**src/rtl/register_file.sv**
```systemverilog
// Two-read/one-write register file with hardwired-zero r0 and combinational reads.
// Define REGFILE_BYPASS_EN to forward same-cycle write data to matching read ports.
module register_file #(
  parameter int DATA_WIDTH = 32,
  parameter int ADDR_WIDTH = 5
) (
  input  logic                  clk,
  input  logic                  rst,
  input  logic [ADDR_WIDTH-1:0] read_reg1,
  input  logic [ADDR_WIDTH-1:0] read_reg2,
  input  logic [ADDR_WIDTH-1:0] write_reg,
  input  logic [DATA_WIDTH-1:0] write_data,
  input  logic                  reg_write,
  output logic [DATA_WIDTH-1:0] read_data1,
  output logic [DATA_WIDTH-1:0] read_data2
);

  localparam int DEPTH = 2 ** ADDR_WIDTH;

  logic [DATA_WIDTH-1:0] bank [DEPTH];
  logic                  write_en;

  assign write_en = reg_write && (write_reg != '0);

  // r0 has no storage; it is tied to zero so every read path sees 0.
  assign bank[0] = '0;

  genvar gi;
  generate
    for (gi = 1; gi < DEPTH; gi++) begin : g_reg
      logic [DATA_WIDTH-1:0] value_reg;

      always_ff @(posedge clk or posedge rst) begin
        if (rst) begin
          value_reg <= '0;
        end else if (write_en && (write_reg == ADDR_WIDTH'(gi))) begin
          value_reg <= write_data;
        end
      end

      assign bank[gi] = value_reg;
    end
  endgenerate

`ifdef REGFILE_BYPASS_EN
  logic hit1;
  logic hit2;

  assign hit1 = write_en && (write_reg == read_reg1);
  assign hit2 = write_en && (write_reg == read_reg2);

  always_comb begin
    read_data1 = bank[read_reg1];
    read_data2 = bank[read_reg2];
    if (hit1) read_data1 = write_data;
    if (hit2) read_data2 = write_data;
    // Reset forces zero even when a bypass hit would otherwise forward data.
    if (rst) begin
      read_data1 = '0;
      read_data2 = '0;
    end
  end
`else
  always_comb begin
    read_data1 = bank[read_reg1];
    read_data2 = bank[read_reg2];
    if (rst) begin
      read_data1 = '0;
      read_data2 = '0;
    end
  end
`endif

endmodule

```
**config.mk**
```make
export PLATFORM = sky130hd
export DESIGN_NAME = register_file
export DESIGN_NICKNAME = d
export VERILOG_FILES = /design/src/rtl/register_file.sv
export SDC_FILE = /design/constraint.sdc
export NUM_CORES = 2
export LEC_CHECK = 0
export CORE_ASPECT_RATIO = 1.25
export CORE_UTILIZATION = 43
export CTS_CLUSTER_SIZE = 14
export DETAILED_ROUTE_END_ITERATION = 6
export DONT_BUFFER_PORTS = 1
export MAX_ROUTING_LAYER = met4
export SYNTH_ARGS = -nofsm -noshare
export SYNTH_HDL_FRONTEND = slang
export SYNTH_SLANG_ARGS = --single-unit
```
**constraint.sdc**
```tcl
create_clock -name clk -period 63.9 [get_ports clk]
set_clock_uncertainty 0.15 [all_clocks]
set_input_delay 12.78 -clock clk [delete_from_list [all_inputs] [get_ports clk]]
set_output_delay 12.78 -clock clk [all_outputs]
set_load 0.02 [all_outputs]
```
Word-level counts from Yosys, hierarchy flattened
Index checks and enable logic that the tools add are counted.
{"block": "classes", "n_lt_le_gt_ge": 2, "eq_ne": 31, "bitwise_logic": 2, "n_reduce_logical": 33, "muxes": 8}
{"cell": "$bmux 32 s5", "count": 2}
{"cell": "$mux 32", "count": 6}
{"cell": "$eq 5x5->1 const B", "count": 16}
{"cell": "$eq 5x4->1 const B", "count": 8}
{"cell": "$logic_and 1x1->1", "count": 32}
{"cell": "$eq 5x3->1 const B", "count": 4}
{"cell": "$ge 6x6->1 const B", "count": 2}
{"cell": "$not 5->6", "count": 2}
{"cell": "$eq 5x2->1 const B", "count": 2}
{"cell": "$eq 5x1->1 const B", "count": 1}
{"cell": "$reduce_bool 5->1", "count": 1}
{"block": "word_totals", "ff_bits": 992, "output_inout_bits": 64, "word_cells": 107, "inputBits": 50}

Longest topological paths before layout
{"block": "depth", "word_depth": 5, "ltp_mapped": 9}

Least setup slack after synthesis
No wires, ideal clock.
{"block": "synth_path", "path_type": "input to output", "from": "input port rst", "to": "output port read_data2[30]", "path_buffers": 1, "t_required_ps": 50970, "stages": 3, "path_slack_ps": 5695, "arrival_time_ps": 45275, "cell_sequence": "inv_2 > clkbuf_1 > o221a_1"}
{"block": "synth_between", "elab_chain_cells": 1}
{"element": "from (decl)", "line": "8", "rtl": "input logic rst,"}
{"element": "$mux 32", "line": "67", "rtl": "if (rst) begin"}
{"element": "to (decl)", "line": "15", "rtl": "output logic [DATA_WIDTH-1:0] read_data2"}
No other way between the ends.

Worst setup path after layout
{"block": "layout_path", "from": "input port read_reg2[2]", "to": "output port read_data2[1]"}
{"block": "layout_between", "elab_chain_cells": 5}
{"element": "from (decl)", "line": "10", "rtl": "input logic [ADDR_WIDTH-1:0] read_reg2,"}
{"element": "$not 5->6 (not written as such)", "line": "66", "rtl": "read_data2 = bank[read_reg2];"}
{"element": "$bmux 32 s5", "line": "66"}
{"element": "$mux 32 (not written as such) (2 in a row)", "line": "66"}
{"element": "$mux 32", "line": "67"}
No other way between the ends. The select of a mux whose other input is x is not followed.

==> results.md <==
- Synth area leader: dfrtp_1
- Post-DP HPWL: about 90000 µm
- FP Rows: 144
- Routability congestion estimate: ~0.8
- Synth Instances: 3519
- DRT iter0 DRCs: 2515
- Hold WC Path Type: register to register
- Initial Util: between 40% and 50%
- Part of the Yosys area used for sequential elements: about 46%
- Post-synth top cells: dfrtp_1 (992), mux2_2 (955), mux4_2 (443)
- Fill count: between 10000 and 15000
- Slew HR: about 1.3%
- Max reg flops: 992
- Largest net degree at the start of global routing: slightly below 300
- TritonCTS Buffers: 105
- Post-Syn Area: ~53000 µm²
- EDFF count, synth: 0
- Via-to-Cell Ratio: roughly 6.6
- Io pins: between 100 and 150
- First-pass GRT wire length: 245800 µm
- Worst-Margin Slew: between 1 and 1.5 ns
- Ys async rst share: between 90% and 100%
- Ant diodes: 0
- Clock Sink Count: between 900 and 1000
- I/O Buffers: 0
- Violated checks: capacitance limit
- Finished Layout Cells: 4965
- Fin. max-slew vios: 0
- Peak Freq: around 35 MHz
- Cell variety after synth: 46
- # setup viols final: 0
- Routed wire length per instance: around 33 µm
- Unrepaired setup endpoints after global routing: false
- Internal: ~0.0013 W
- Initial antenna violation count: 2
- Die height: about 400 µm
- CP Max Fanout: 220
- Register area: approximately 25000 µm²
- Root buf cell: clkbuf_16
- Nets: about 3300
- Total iterations of the first detailed-routing run: 7
- Placed cells: ~4800
- Top post-synthesis cells by area: dfrtp_1 (46%), mux2_2 (20%), mux4_2 (19%)
- Critical path type: input pin to output pin
- Setup TNS: 0 ns
- Crit path time final: between 20 and 30 ns
- CP Launch Type: input pin
- Seq pwr share: 46.8%
- Worst-Skew Late Latency: between 0.7 and 0.8 ns
- GR Util All Layers: 27.39%
- P_leak: ~25 nW
- Critical Path AT: 15.96 ns
- Crit path capture type: output pin
- MaxCap Viol Count: 1
- Routed WL: about 160000 µm
- Clock buffer depth: 3
- Routed vias: 32730
- CTS tree: built
- NetSw: approximately 0.00047 W
- Die area: 125800 µm²
- PD cells: approximately 31 nW/µm²
- Status: finished, violations left
- Peak VDD IR: about 0.021 mV
- Seq cells post-synth: roughly 1000
- Clock share of power: 34.7%
- Final worst path period share: between 40% and 50%
- Grt ovf: 0
- CTS clk-pin slew, worst paths: 0.06 ns
- Comb power frac: roughly 18%
- P&R area growth vs syn: 8.151%
- Postcts setup bufs: 0
- Std-Cell Core Area: about 120000 µm²
- Most frequent cell after synthesis: dfrtp_1
- Data required, critical path: 50.97 ns
- Die Width: between 300 and 400 µm
- Synth Flop Type: dfrtp_1
- Share of cells above drive strength 1: 50.22%
- Final Hold Fails: 0
- Drc violations: 0
- PostCTS Resize Cnt: 0
- Hold_buf cts: 0
- Synth top area share: 46.43%
- Mean Syn Cell Area: 15.19 µm²
- Synth Warn #: 0
- Net count after synthesis: between 3000 and 4000
- Multi-input gate area: around 27000 µm²
- Vias in the first global route: between 30000 and 40000
- ANT nets after route: 0
- Net Sw Frac: 26.07%
- H-tree Lvls: 3
## cell families (layout without fill, tap and decap cells)
logic type,after synthesis,after routing,synth area share [%]
flops,992,992,46.43
mux,1674,1674,44.25
simple gates,128,128,1.275
compound gates,291,291,4.484
buf+inv,434,274,3.560
## worst max-delay path: stages
cell and delay (ns):
nand3b_1 0.95, buf_4 0.59, o221ai_1 0.26, a31oi_1 0.08, a221oi_1 1.11
## metal layers
metal / track usage [%] / routed length [µm]
met3: 5.581 / 11680
met5: - / 0
met1: 33.84 / 64140
met4: 9.749 / 5901
met2: 44.46 / 82240
## metrics by stage
stage	utilization (%)	setup slack [ns]	area, µm²	hold slack (ns)	total power, W
2_1_floorplan	-	5.695	53460	0.3197	0.001127
3_3_place_gp	44.04	35.12	54280	0.3289	0.001161
3_5_place_dp	44.04	35.16	54280	0.3475	0.001187
4_1_cts	46.92	35.15	57820	0.3616	0.001816
5_1_grt	46.92	34.85	57820	0.3789	0.001881
6_report	46.92	35.01	57820	0.3581	0.001802
## worst paths after layout
| path | startpoint | to | slack, ns | cells after the start |
|---|---|---|---|---|
| max | read_reg2[2] | read_data2[1] | 35.01 | 5 |
| min | g_reg[13].value_reg[29]$_DFFE_PP0P_ | g_reg[13].value_reg[29]$_DFFE_PP0P_ | 0.36 | 1 |
| max reg2reg | g_reg[20].value_reg[17]$_DFFE_PP0P_ | g_reg[20].value_reg[17]$_DFFE_PP0P_ | 62.91 | 1 |
| min reg2reg | g_reg[13].value_reg[29]$_DFFE_PP0P_ | g_reg[13].value_reg[29]$_DFFE_PP0P_ | 0.36 | 1 |
| max in group asynchronous | rst | g_reg[4].value_reg[20]$_DFFE_PP0P_ | 49.17 | 3 |
| min in group asynchronous | rst | g_reg[17].value_reg[19]$_DFFE_PP0P_ | 12.04 | 1 |
## placed cells by master, fill, tap and decap left out, drive strengths merged, types with 11 or more instances in the layout
cell type,n
a31oi,30
o22a,26
a221oi,66
a21oi,34
o2111a,26
clkbuf,162
mux2,1086
o221ai,31
inv,35
nor2,15
clkinv,22
mux4,443
dfrtp,992
or2,30
nand2,42
a22o,33
nor2b,11
mux2i,145
a211o,30
buf,51
## final cells by class
cell class	instances	area share, %
Clock buffer	162	5.522
Clock inverter	30	0.6037
Sequential cell	992	42.93
Timing Repair Buffer	51	0.6838
Tap cell	1606	3.475
Inverter	31	0.2142
Multi-Input combinational cell	2093	46.57
## power groups by stage
stage	clock [W]	combinational (W)	sequential, W
2_1_floorplan	0	0.000305	0.000822
3_3_place_gp	0	0.000323	0.000838
3_5_place_dp	0	0.000334	0.000853
4_1_cts	0.000639	0.000335	0.000842
5_1_grt	0.000664	0.000357	0.000861
6_report	0.000626	0.000332	0.000844
Power figures use the tool's default switching activity.
